[src/rtl/divide_extension_if.sv]
// -----------------------------------------------------------------------------
// divide_extension_if
// Request/response bundle between the control unit and the RV32M divider.
//   i_start   : request, sampled only while the divider is idle
//   i_flush   : synchronous abort of an in-flight operation
//   i_funct3  : 00 DIV, 01 DIVU, 10 REM, 11 REMU
//   i_op_a    : dividend (rs1), needed only at the start edge
//   i_op_b    : divisor  (rs2), needed only at the start edge
//   o_busy    : high whenever the divider is not idle
//   o_valid   : one-cycle pulse, o_result is valid in that cycle
//   o_result  : quotient or remainder, held until the next o_valid
// master drives requests (control unit), slave is the divider.
// -----------------------------------------------------------------------------
interface divide_extension_if #(
  parameter int XLEN = 32
) ();
  logic            i_start;
  logic            i_flush;
  logic [1:0]      i_funct3;
  logic [XLEN-1:0] i_op_a;
  logic [XLEN-1:0] i_op_b;
  logic            o_busy;
  logic            o_valid;
  logic [XLEN-1:0] o_result;

  modport master (
    output i_start, i_flush, i_funct3, i_op_a, i_op_b,
    input  o_busy, o_valid, o_result
  );

  modport slave (
    input  i_start, i_flush, i_funct3, i_op_a, i_op_b,
    output o_busy, o_valid, o_result
  );
endinterface

[src/rtl/divide_extension.sv]
// -----------------------------------------------------------------------------
// divide_extension
// Sequential RV32M divider (DIV, DIVU, REM, REMU), radix-2 restoring, one
// quotient bit per clock. Divide-by-zero and signed overflow finish in one
// cycle without iterating.
//   i_clk    : clock, rising edge
//   i_rst_n  : asynchronous active-low reset
//   bus      : divide_extension_if.slave (start/flush/op select/operands in,
//              busy/valid/result out)
// -----------------------------------------------------------------------------
module divide_extension #(
  parameter int XLEN = 32
) (
  input  logic                i_clk,
  input  logic                i_rst_n,
  divide_extension_if.slave   bus
);

  localparam int CW = $clog2(XLEN);

  localparam logic [1:0] S_IDLE = 2'd0;
  localparam logic [1:0] S_CALC = 2'd1;
  localparam logic [1:0] S_DONE = 2'd2;

  localparam logic [XLEN-1:0] ZERO     = {XLEN{1'b0}};
  localparam logic [XLEN-1:0] ONES     = {XLEN{1'b1}};
  localparam logic [XLEN-1:0] ONE      = {{(XLEN-1){1'b0}}, 1'b1};
  localparam logic [XLEN-1:0] MIN_NEG  = {1'b1, {(XLEN-1){1'b0}}};
  localparam logic [CW-1:0]   CNT_ZERO = {CW{1'b0}};
  localparam logic [CW-1:0]   CNT_ONE  = {{(CW-1){1'b0}}, 1'b1};
  localparam logic [CW-1:0]   CNT_LAST = {CW{1'b1}};

  logic [1:0]      state_q,  state_d;
  logic [CW-1:0]   cnt_q,    cnt_d;
  logic [XLEN-1:0] quo_q,    quo_d;
  logic [XLEN-1:0] rem_q,    rem_d;
  logic [XLEN-1:0] div_q,    div_d;
  logic            is_rem_q, is_rem_d;
  logic            neg_quo_q, neg_quo_d;
  logic            neg_rem_q, neg_rem_d;
  logic [XLEN-1:0] result_q, result_d;
  logic            valid_q,  valid_d;
  logic            busy_q,   busy_d;

  // Operand decode at capture time.
  logic            is_signed_s, a_neg_s, b_neg_s, div0_s, ovf_s;
  logic [XLEN-1:0] abs_a_s, abs_b_s, special_s;

  // One restoring step; the shifted partial remainder needs XLEN+1 bits.
  logic [XLEN:0]   shift_s, diff_s;
  logic            ge_s;
  logic [XLEN-1:0] quo_nx_s, rem_nx_s, final_s;

  function automatic logic [XLEN-1:0] negate(input logic [XLEN-1:0] x);
    return ~x + ONE;
  endfunction

  // Operand magnitudes, signs and single-cycle special-case results.
  always_comb begin
    is_signed_s = ~bus.i_funct3[0];
    a_neg_s     = is_signed_s & bus.i_op_a[XLEN-1];
    b_neg_s     = is_signed_s & bus.i_op_b[XLEN-1];
    abs_a_s     = a_neg_s ? negate(bus.i_op_a) : bus.i_op_a;
    abs_b_s     = b_neg_s ? negate(bus.i_op_b) : bus.i_op_b;
    div0_s      = (bus.i_op_b == ZERO);
    ovf_s       = is_signed_s & (bus.i_op_a == MIN_NEG) & (bus.i_op_b == ONES);
    if (div0_s) begin
      special_s = bus.i_funct3[1] ? bus.i_op_a : ONES;
    end else if (ovf_s) begin
      special_s = bus.i_funct3[1] ? ZERO : MIN_NEG;
    end else begin
      special_s = ZERO;
    end
  end

  // Restoring iteration and sign fix-up of the final step's result.
  always_comb begin
    shift_s  = {rem_q, quo_q[XLEN-1]};
    ge_s     = (shift_s >= {1'b0, div_q});
    diff_s   = shift_s - {1'b0, div_q};
    rem_nx_s = ge_s ? diff_s[XLEN-1:0] : shift_s[XLEN-1:0];
    quo_nx_s = {quo_q[XLEN-2:0], ge_s};
    if (is_rem_q) begin
      final_s = neg_rem_q ? negate(rem_nx_s) : rem_nx_s;
    end else begin
      final_s = neg_quo_q ? negate(quo_nx_s) : quo_nx_s;
    end
  end

  // Next-state logic; flush wins over both start and completion.
  always_comb begin
    state_d   = state_q;
    cnt_d     = cnt_q;
    quo_d     = quo_q;
    rem_d     = rem_q;
    div_d     = div_q;
    is_rem_d  = is_rem_q;
    neg_quo_d = neg_quo_q;
    neg_rem_d = neg_rem_q;
    result_d  = result_q;
    case (state_q)
      S_IDLE: begin
        if (bus.i_start && !bus.i_flush) begin
          quo_d     = abs_a_s;
          rem_d     = ZERO;
          div_d     = abs_b_s;
          cnt_d     = CNT_ZERO;
          is_rem_d  = bus.i_funct3[1];
          neg_quo_d = a_neg_s ^ b_neg_s;
          neg_rem_d = a_neg_s;
          if (div0_s || ovf_s) begin
            result_d = special_s;
            state_d  = S_DONE;
          end else begin
            state_d  = S_CALC;
          end
        end else begin
          state_d = S_IDLE;
        end
      end
      S_CALC: begin
        if (bus.i_flush) begin
          state_d = S_IDLE;
        end else begin
          quo_d = quo_nx_s;
          rem_d = rem_nx_s;
          cnt_d = cnt_q + CNT_ONE;
          if (cnt_q == CNT_LAST) begin
            result_d = final_s;
            state_d  = S_DONE;
          end else begin
            state_d  = S_CALC;
          end
        end
      end
      S_DONE: begin
        state_d = S_IDLE;
      end
      default: begin
        state_d = S_IDLE;
      end
    endcase
    valid_d = (state_d == S_DONE);
    busy_d  = (state_d != S_IDLE);
  end

  // State and output registers.
  always_ff @(posedge i_clk or negedge i_rst_n) begin
    if (!i_rst_n) begin
      state_q   <= S_IDLE;
      cnt_q     <= CNT_ZERO;
      quo_q     <= ZERO;
      rem_q     <= ZERO;
      div_q     <= ZERO;
      is_rem_q  <= 1'b0;
      neg_quo_q <= 1'b0;
      neg_rem_q <= 1'b0;
      result_q  <= ZERO;
      valid_q   <= 1'b0;
      busy_q    <= 1'b0;
    end else begin
      state_q   <= state_d;
      cnt_q     <= cnt_d;
      quo_q     <= quo_d;
      rem_q     <= rem_d;
      div_q     <= div_d;
      is_rem_q  <= is_rem_d;
      neg_quo_q <= neg_quo_d;
      neg_rem_q <= neg_rem_d;
      result_q  <= result_d;
      valid_q   <= valid_d;
      busy_q    <= busy_d;
    end
  end

  assign bus.o_busy   = busy_q;
  assign bus.o_valid  = valid_q;
  assign bus.o_result = result_q;

endmodule

[src/flat_wrapper.sv]
// flat-port wrapper written by rule: the top's interface ports become plain ports
module divide_extension_flat 
#(
  parameter int XLEN = 32
)
  (i_clk, i_rst_n, bus_i_start, bus_i_flush, bus_i_funct3, bus_i_op_a, bus_i_op_b, bus_o_busy, bus_o_valid, bus_o_result);
  divide_extension_if #(.XLEN(XLEN)) bus_i ();
  input  logic i_clk;
  input  logic i_rst_n;
  input wire logic [$bits(bus_i.i_start)-1:0] bus_i_start;
  input wire logic [$bits(bus_i.i_flush)-1:0] bus_i_flush;
  input wire logic [$bits(bus_i.i_funct3)-1:0] bus_i_funct3;
  input wire logic [$bits(bus_i.i_op_a)-1:0] bus_i_op_a;
  input wire logic [$bits(bus_i.i_op_b)-1:0] bus_i_op_b;
  output wire logic [$bits(bus_i.o_busy)-1:0] bus_o_busy;
  output wire logic [$bits(bus_i.o_valid)-1:0] bus_o_valid;
  output wire logic [$bits(bus_i.o_result)-1:0] bus_o_result;
  assign bus_i.i_start = bus_i_start;
  assign bus_i.i_flush = bus_i_flush;
  assign bus_i.i_funct3 = bus_i_funct3;
  assign bus_i.i_op_a = bus_i_op_a;
  assign bus_i.i_op_b = bus_i_op_b;
  assign bus_o_busy = bus_i.o_busy;
  assign bus_o_valid = bus_i.o_valid;
  assign bus_o_result = bus_i.o_result;
  divide_extension #(.XLEN(XLEN)) u_core (.i_clk(i_clk), .i_rst_n(i_rst_n), .bus(bus_i));
endmodule
[config.mk]
export PLATFORM = sky130hd
export DESIGN_NAME = divide_extension_flat
export DESIGN_NICKNAME = d
export VERILOG_FILES = /design/src/rtl/divide_extension_if.sv /design/src/rtl/divide_extension.sv /design/src/flat_wrapper.sv
export SDC_FILE = /design/constraint.sdc
export NUM_CORES = 1
export LEC_CHECK = 0
export ABC_AREA = 0
export BUFFER_PORTS_ARGS = -buffer_cell sky130_fd_sc_hd__clkbuf_2
export CORE_ASPECT_RATIO = 0.7
export CORE_UTILIZATION = 52
export CTS_CLUSTER_SIZE = 20
export DETAILED_ROUTE_END_ITERATION = 10
export PLACE_DENSITY = 0.75
export SLEW_MARGIN = 5
export SYNTH_ARGS = -nofsm -noshare
export SYNTH_HDL_FRONTEND = slang
export SYNTH_SLANG_ARGS = --single-unit
[constraint.sdc]
create_clock -name i_clk -period 5.9 [get_ports i_clk]
set_clock_uncertainty 0.15 [all_clocks]
set_input_delay 0.295 -clock i_clk [delete_from_list [all_inputs] [get_ports i_clk]]
set_output_delay 0.295 -clock i_clk [all_outputs]
set_load 0.05 [all_outputs]
==> impl_metrics.env <==
export IMPL_grt_pass1_vias=10900
export IMPL_vdd_drop_max_mv=0.311
export IMPL_slew_headroom_pct=17.0
export IMPL_grt_pass1_wl_um=61400
export IMPL_fmax_ghz=0.185
export IMPL_reg2reg_slack_ps=490
export IMPL_start_kind="flip-flop"
export IMPL_overflow=0
export IMPL_fin_tns_setup_ps=0
export IMPL_crit_required_ps=6120
export IMPL_hp_class="in -> reg"
export IMPL_synth_top_area_share_pct=29.3
export IMPL_drive_above_1_share_pct=12.0
export IMPL_synth_simple_area_share_pct=22.7
export IMPL_wl_met3_um=3970
export IMPL_p_clk_share_pct=14.4
export IMPL_combPwrFrac_pct=65.2
export IMPL_layout_common_cells="nand2_1 (205), o21ai_0 (170), dfrtp_1 (140)"
export IMPL_reg2reg_depth=17
export IMPL_cts_buffers_inserted=17
export IMPL_swShare_pct=52.5
export IMPL_p_leak_nw=5.64
export IMPL_finalMaxSlewViolations=0
export IMPL_dp_cells=1893
export IMPL_fin_util_pct=59.7
export IMPL_nFillCells=2080
export IMPL_clk_root_buffer_cell="clkbuf_16"
export IMPL_drc=0
export IMPL_place_gp_congestion=0.940
export IMPL_synth_xor_xnor_area_share_pct=9.02
export IMPL_critPathMaxFanout=26
export IMPL_synth_compound_area_share_pct=26.9
export IMPL_final_period_utilization_pct=91.7
export IMPL_hold_viol=0
export IMPL_endpoint_kind="flip-flop"
export IMPL_route_met2_wl_um=16500
export IMPL_synthAdderAreaFrac_pct=4.26
export IMPL_gr_usage_all_layers_pct=33.9
export IMPL_wl_per_cell_um=20.5
export IMPL_vias=12200
export IMPL_ant_nets=0
export IMPL_worstHoldEndpoint="u_core.div_q[17]"
export IMPL_drv_cap=0
export IMPL_core_sq_um=22100
export IMPL_synth_nets=1663
export IMPL_internal_power_mw=3.30
export IMPL_avgSynthCellArea_sq_um=7.69
export IMPL_hold_start="bus_i_op_b[17]"
export IMPL_status="completed"
export IMPL_drt_wl_total_um=39600
export IMPL_ys_warn_count=0
export IMPL_synth_flop_cell="dfrtp_1"
export IMPL_drtIter0Drc=1595
export IMPL_die_w_um=183
export IMPL_max_slew_worst_pin_slew_ps=1240
export IMPL_power_per_cell_area_nw_per_um2=528
export IMPL_dr_pass1_iters=6
export IMPL_nNetsFinal=1719
export IMPL_row_count=45
export IMPL_die_area_sq_um=23600
export IMPL_top_layer="met4"
export IMPL_cts_tree="done"
export IMPL_cts_sinks=140
export IMPL_async_flop_share_pct=100
export IMPL_holdBufCountCts=2
export IMPL_initial_core_util_pct=54.1
export IMPL_cts_reportedPaths_clkPinSlew_ps=60
export IMPL_path_class="reg -> reg"
export IMPL_htreeDepth=4
export IMPL_die_y_um=129
export IMPL_postCtsSetupBuffers=0
export IMPL_ys_types=94
export IMPL_fin_cells=1926
export IMPL_cts_resized=0
export IMPL_syn_inst=1553
export IMPL_insertion_delay_ps=440
export IMPL_crit_arrival_ps=5630
export IMPL_setup_viol=0
export IMPL_regToRegEndpoint="u_core.bus.o_result[26]"
export IMPL_hold_worst_slack_ps=36.3
export IMPL_synthMuxAreaShare_pct=2.49
export IMPL_n_antenna_cell=0
export IMPL_io_buffer_count=103
export IMPL_reg2reg_from="u_core.rem_q[3]"
export IMPL_vias_per_cell=6.35
export IMPL_synth_top_family_by_area="compound AO/OA/AOI/OAI gates"
export IMPL_yosys_area_top_type="dfrtp_1"
export IMPL_synth_edf_count=0
export IMPL_layout_commonest_cell="nand2_1"
export IMPL_rsz0062_at_grt="false"
export IMPL_ys_seq_elements=140
export IMPL_area_growth_pct=10.4
export IMPL_netlist_top_cells_area="dfrtp_1 (29%), o21ai_0 (7.1%), nand2_1 (6.4%)"
export IMPL_hold_depth=3
export IMPL_grt_antenna_before_repair=1
export IMPL_seq_power_share_pct=20.4
export IMPL_hpwl_um=29700
export IMPL_synth_sequential_area_ratio_pct=29.3
export IMPL_grt_max_degree=90
export IMPL_clock_path_buffers=2
export IMPL_num_io_pins=104
export IMPL_finalCriticalPeriod_ps=5410
export IMPL_power_switching_mw=3.66
export IMPL_route_layer_met1_wl_um=18300
export IMPL_netlist_area_sq_um=11900
## logic make-up (layout without fill, tap and decap cells)
kind of cell | count (synthesis) | count (layout)
muxes | 29 | 29
DFF | 140 | 140
adders and majority gates | 40 | 40
AOI/OAI and AO/OA | 509 | 509
and+or+nand+nor | 560 | 560
xor gates and xnor gates | 123 | 123
buffers and inverters | 152 | 220
## power groups by stage
stage	clock, mW	sequential [mW]	combinational [mW]
2_1_floorplan	0	1.35	3.33
3_3_place_gp	0	1.41	4.35
3_5_place_dp	0	1.42	4.38
4_1_cts	1.01	1.41	4.41
5_1_grt	1.05	1.44	4.92
6_report	1.00	1.42	4.54
## layout make-up
cell class              count  area [sq um]  share of cell area (%)
multi-input cells        1261          7830                    59.4
flip-flops and latches    140          3500                    26.6
repair buffers            127           707                    5.36
clock buffers              24           482                    3.66
well taps                 305           382                    2.90
inverters                  62           235                    1.78
clock inverters             7          41.3                   0.313
## synth_stat cells (23+ instances only)
library cell / number
clkbuf_1: 58
buf_2: 24
o31ai_1: 35
a31oi_1: 29
o21ai_0: 170
nor2_1: 135
a21oi_1: 124
nand3_1: 24
nand4_1: 34
dfrtp_1: 140
mux2i_1: 23
xor2_1: 72
nor3_1: 34
nand2_1: 205
ha_1: 39
inv_1: 59
xnor2_1: 51
## sequential cells by signal, summed over array words and instances, names as in the netlist
name / flops
u_core.div_q: 32
u_core.quo_q: 32
u_core.rem_q: 32
u_core.neg_rem_q: 1
u_core.bus.o_result: 32
u_core.neg_quo_q: 1
u_core.state_q: 2
u_core.is_rem_q: 1
u_core.bus.o_valid: 1
u_core.bus.o_busy: 1
u_core.cnt_q: 5
## per-layer routing
layer | global-route usage (%) | up-vias
li1 | - | 5725
met2 | 48.6 | 597
met3 | 8.15 | 49
met4 | 9.71 | 0
met1 | 50.2 | 5867
met5 | 0 | -
## stage by stage
step | cell area [sq um] | setup slack, ps | power (mW)
3_5_place_dp | 12600 | 614 | 5.80
6_report | 13200 | 487 | 6.96
4_1_cts | 13200 | 614 | 6.83
5_1_grt | 13200 | 220 | 7.41
2_1_floorplan | 11900 | 959 | 4.67
3_3_place_gp | 12600 | 834 | 5.76
## worst max-delay path, stage by stage (launching register included)
cell	delay, ps
dfrtp_1	420
ha_1	530
nand4_1	340
or4_1	550
o31a_1	330
o21a_4	180
nand2_8	230
inv_4	60
mux2i_1	250
ha_1	280
inv_1	100
or2_2	320
nor4_1	270
o2111ai_1	350
nor4_2	430
o22ai_1	110
or3_1	320
o21ai_1	120
## worst max path at each step
stage | cells past startpoint | start | slack, ps | to
4_1_cts | 17 | u_core.rem_q[3] | 610 | u_core.bus.o_result[26]
3_3_place_gp | 17 | u_core.rem_q[3] | 830 | u_core.bus.o_result[26]
5_1_grt | 17 | u_core.rem_q[3] | 220 | u_core.bus.o_result[26]
6_report | 17 | u_core.rem_q[3] | 490 | u_core.bus.o_result[26]
2_1_floorplan | 22 | u_core.rem_q[13] | 960 | u_core.bus.o_result[26]
3_5_place_dp | 17 | u_core.rem_q[3] | 610 | u_core.bus.o_result[26]
No activity file was read; power rests on OpenSTA's default activity.
